## config.mk

```make
export PLATFORM = sky130hd
export DESIGN_NAME = alu_pipe
export DESIGN_NICKNAME = d
export VERILOG_FILES = /design/src/rtl/alu_pipe.sv
export SDC_FILE = /design/constraint.sdc
export NUM_CORES = 1
export LEC_CHECK = 0
export CAP_MARGIN = 10
export CORE_ASPECT_RATIO = 1.5
export CORE_MARGIN = 5
export CORE_UTILIZATION = 35
export DETAILED_ROUTE_END_ITERATION = 10
export HOLD_SLACK_MARGIN = 0.05
export SLEW_MARGIN = 0
export SYNTH_ARGS = -nofsm -noshare
export SYNTH_HDL_FRONTEND = slang
export SYNTH_SLANG_ARGS = --single-unit
```

## constraint.sdc

```tcl
create_clock -name clk -period 4.6 [get_ports clk]
set_clock_uncertainty 0.1 [all_clocks]
set_input_delay 0.69 -clock clk [delete_from_list [all_inputs] [get_ports clk]]
set_output_delay 0.69 -clock clk [all_outputs]
set_load 0.005 [all_outputs]
```

## src/rtl/alu_pipe.sv

```systemverilog
// Registered ALU with a valid/ready handshake, {N,V,C,Z} flags, an internal
// accumulator usable as operand A, and a sticky signed-overflow flag.
module alu_pipe #(
  parameter int WIDTH = 8,
  parameter int SHW   = $clog2(WIDTH)
) (
  input  logic             clk,
  input  logic             rst_n,
  input  logic             in_valid,
  output logic             in_ready,
  input  logic [WIDTH-1:0] a,
  input  logic [WIDTH-1:0] b,
  input  logic [2:0]       op,
  input  logic             use_acc,
  input  logic             clr,
  output logic             out_valid,
  input  logic             out_ready,
  output logic [WIDTH-1:0] result,
  output logic [3:0]       flags,
  output logic             ovf_sticky
);

  typedef enum logic [2:0] {
    OP_ADD = 3'b000,
    OP_SUB = 3'b001,
    OP_SHL = 3'b010,
    OP_SHR = 3'b011,
    OP_AND = 3'b100,
    OP_OR  = 3'b101,
    OP_XOR = 3'b110,
    OP_EQ  = 3'b111
  } op_e;

  logic [WIDTH-1:0] acc;
  logic [WIDTH-1:0] a_eff;
  logic [WIDTH-1:0] res_c;
  logic [WIDTH:0]   sum;
  logic [WIDTH:0]   diff;
  logic [WIDTH:0]   shl_ext;
  logic [WIDTH:0]   shr_ext;
  logic [SHW-1:0]   amt;
  logic             v_c;
  logic             c_c;
  logic             accept;

  // The only combinational path to an output: out_ready -> in_ready.
  assign in_ready = !out_valid || out_ready;
  assign accept   = in_valid && in_ready;

  assign a_eff = use_acc ? acc : a;
  assign amt   = b[SHW-1:0];
  assign sum   = {1'b0, a_eff} + {1'b0, b};
  assign diff  = {1'b0, a_eff} - {1'b0, b};

  // One guard bit beyond the word catches the last bit shifted out; it is 0
  // for a zero shift and for amounts past WIDTH, which also zero the result.
  assign shl_ext = {1'b0, a_eff} << amt;
  assign shr_ext = {a_eff, 1'b0} >> amt;

  always_comb begin
    // NOTE: every output of this block gets a default first so no path
    // through the case leaves a value held, which would infer a latch.
    res_c = '0;
    v_c   = 1'b0;
    c_c   = 1'b0;
    case (op_e'(op))
      OP_ADD: begin
        res_c = sum[WIDTH-1:0];
        c_c   = sum[WIDTH];
        v_c   = (a_eff[WIDTH-1] == b[WIDTH-1]) && (sum[WIDTH-1] != a_eff[WIDTH-1]);
      end
      OP_SUB: begin
        res_c = diff[WIDTH-1:0];
        c_c   = diff[WIDTH];
        v_c   = (a_eff[WIDTH-1] != b[WIDTH-1]) && (diff[WIDTH-1] != a_eff[WIDTH-1]);
      end
      OP_SHL: begin
        res_c = shl_ext[WIDTH-1:0];
        c_c   = shl_ext[WIDTH];
      end
      OP_SHR: begin
        res_c = shr_ext[WIDTH:1];
        c_c   = shr_ext[0];
      end
      OP_AND:  res_c = a_eff & b;
      OP_OR:   res_c = a_eff | b;
      OP_XOR:  res_c = a_eff ^ b;
      OP_EQ:   res_c = {{(WIDTH-1){1'b0}}, (a_eff == b)};
      default: res_c = '0;
    endcase
  end

  // NOTE: sequential state uses non-blocking assignments so every register
  // samples the pre-edge values, whatever the statement order.
  always_ff @(posedge clk or negedge rst_n) begin
    if (!rst_n) begin
      out_valid  <= 1'b0;
      result     <= '0;
      flags      <= '0;
      acc        <= '0;
      ovf_sticky <= 1'b0;
    end else if (accept) begin
      out_valid  <= 1'b1;
      result     <= res_c;
      flags      <= {res_c[WIDTH-1], v_c, c_c, (res_c == '0)};
      acc        <= res_c;
      // A simultaneous clear wins over the old sticky value, not over this op's V.
      ovf_sticky <= (ovf_sticky & ~clr) | v_c;
    end else begin
      if (out_valid && out_ready) out_valid <= 1'b0;
      if (clr) begin
        acc        <= '0;
        ovf_sticky <= 1'b0;
      end
    end
  end

endmodule

```

==> results of run 1 <==
==> power breakdown <==
part | switching [mW] | internal [mW]
sequential | 0.0212 | 0.211
clock | 0.0647 | 0.117
combinational | 0.240 | 0.212
total | 0.326 | 0.541
==> state kept, by name, summed over array words and instances, names as in the netlist <==
register and cells:
out_valid 1, ovf_sticky 1, acc 8, flags 3
result 8
==> synthesized netlist by cell type (all sizes together), types with 2 or more instances <==
cell and instances:
nand2 32, ha 30, inv 27, dfrtp 21, nor2 19, a21oi 18
o21ai 18, clkbuf 16, a21o 12, mux4 11, nand3 11, nor3 10
mux2i 9, buf 8, nor2b 8, a211oi 7, nand2b 7, o22ai 7
mux2 6, xnor2 5, a31oi 4, and2 4, nor3b 4, o211ai 4
o2bb2ai 4, xor2 4, o21a 3, a221oi 2, a31o 2, clkinv 2
fa 2, nor4 2, nor4b 2, o211a 2, o21bai 2, o22a 2
o31a 2, or3 2
==> placed cells by master, fill, tap and decap left out, types with 12 or more instances in the layout <==
master / n
dfrtp_1: 21
inv_1: 25
ha_1: 30
buf_4: 16
o21ai_0: 16
nand2_1: 32
nor2_1: 19
clkdlybuf4s50_1: 39
a21oi_1: 18
a21o_1: 12
==> logic make-up after synthesis <==
group | Yosys count | share of synthesized area, %
xor gates and xnor gates | 9 | 2.69
AOI/OAI and AO/OA | 104 | 24.7
buffers and inverters | 53 | 7.94
and+or+nand+nor | 104 | 18.1
DFF | 21 | 17.9
muxes | 26 | 14.5
adders and majority gates | 32 | 14.2
==> cell type report <==
cell class,count,share of cell area [%]
multi-input cells,275,61.5
flip-flops and latches,21,14.9
repair buffers,55,14.4
well taps,107,3.79
inverters,29,3.08
clock buffers,3,2.12
clock inverters,1,0.212
==> worst max-delay path, stage by stage <==
cell             delay, ps
clkdlybuf4s50_1        490
buf_4                  260
mux2_2                 470
inv_1                  110
ha_1                   270
nor3_1                 300
a21oi_1                110
o21ai_0                220
a221o_1                320
a2bb2oi_1              180
nor2_1                  50
a211oi_1               480
a32o_1                 250
==> metrics by stage <==
step | hold WS, ps | std cells | util, % | instance area (µm²)
global route | 406 | 491 | 42.5 | 3530
finish | 382 | 491 | 42.5 | 3530
CTS | 387 | 491 | 42.5 | 3530
floorplan | 294 | 349 | - | 2930
detailed placement | 362 | 487 | 41.5 | 3450
global placement | 363 | 487 | 41.5 | 3450
==> path summary, 6_finish.rpt <==
path | from | to
max reg2reg | acc[4] | flags[0]
min in group asynchronous | rst_n | ovf_sticky
min | result[2] | result[2]
min reg2reg | result[2] | result[2]
max in group asynchronous | rst_n | result[3]
max | use_acc | flags[0]
==> per-layer routing <==
metal | vias up | wire, µm
li1 | 1340 | -
met1 | 1374 | 3750
met2 | 88 | 4940
met3 | 22 | 337
met4 | 0 | 388
met5 | - | 0
==> results.txt, run 1 <==
Mean post-synth cell area -> 8.40 µm²
Setup bufs post-CTS -> 0
Met2 usage -> 33.8%
H-tree depth -> 1
Initial core utilization -> 35.3%
DRT iter0 DRCs -> 189
Drt wl/cell -> 19.2 µm
Relative slew slack -> 38.2%
Pwr Density -> 245 nW/µm²
Hold buffers post-CTS -> 0
GRT met1 Usage -> 20.9%
Synth unique cells -> 69
TritonCTS Sinks -> 21
EDFF count, synth -> 0
Post-synth top area share -> 17.9%
Status -> completed
Share of cells above drive strength 1 -> 11.5%
NumNets Final -> 442
M3 GR Usage -> 1.69%
CTS tree -> built
Post-detailed-routing wire length -> 9.42 mm
Max Root-Sink Buffers -> 2
Die Wd -> 84.7 µm
Critical path arrival -> 4220 ps
PnR worst setup slack -> 464 ps
Most area-consuming cells after synthesis -> dfrtp_1 (18%), ha_1 (13%), mux4_2 (5.4%)
Worst hold path class -> reg -> reg
Register Area -> 526 µm²
Max-cap violation count -> 0
Clk slew on worst S/H paths -> 60 ps
Kind of critical path -> in -> reg
Grt peak-use layer -> met2
Setup repair after global routing missed its margin -> false
Vias -> 2824
Via density -> 5.75
Fillers -> 885
Rows -> 41
Initial antenna violation count -> 0
Post-DP HPWL -> 7.64 mm
Cts bufs inserted -> 3
Gr ovfl total -> 0
Reg2reg setup slack -> 1320 ps
Global Route Usage Sum -> 18.1%
Crit end category -> flip-flop
FF+latch count, synth -> 21
Slew Limit Fails -> 0
Syn. warnings -> 0
Core box area -> 8310 µm²
Synthesized Nets -> 406
GPL Wtd Cong -> 0.916
Setup violators final -> 0
Worst-skew pair later-pin latency -> 250 ps
Cells on Worst Hold Path -> 1
CTS root buf -> clkbuf_16
Sum Neg Setup Slack -> 0 ps
Synth Cell Area -> 2930 µm²
Chip height -> 122 µm
CP required -> 4680 ps
Input/output buffers -> 39
Pin count of the biggest net entering global routing -> 27
FFs w/ async S/R, synth -> 100%
Seq/Total Area, Yosys -> 17.9%
Period utilization -> 89.9%
Final Hold Vio Count -> 0
Tightest Pin Transition -> 924 ps
Worst slack, placed -> 273 ps
Max Fclk -> 242 MHz
Final Power -> 867 µW
Leading area contributor after synthesis -> dfrtp_1
Post-Syn Instances -> 349
Crit path max fanout -> 15
Die area -> 10300 µm²
LEAKAGE -> 1.58 nW
CTS resizes -> 0
Multi-input logic area -> 2170 µm²
Vias in the first global route -> 2872
Area Growth Syn to Fin -> 20.6%
# DRC -> 0
R2R cell count -> 11
Main flop type after synthesis -> dfrtp_1
First-pass GRT wire length -> 15.0 mm
Drt first pass iters -> 5
Ant. Diodes -> 0
Final ANT Viol Nets -> 0
Fin crit period -> 4140 ps
CP Launch Type -> input pin
# IOs -> 40
Worst vdd ir -> 0.302 mV
No activity file was read; power rests on OpenSTA's default activity.
==> run 2, diff against run 1 <==
Settings changed: SLEW_MARGIN 0 to unset.
==> results of run 2 <==
The final DEF is identical to that of run 1; final timing and power are the same.
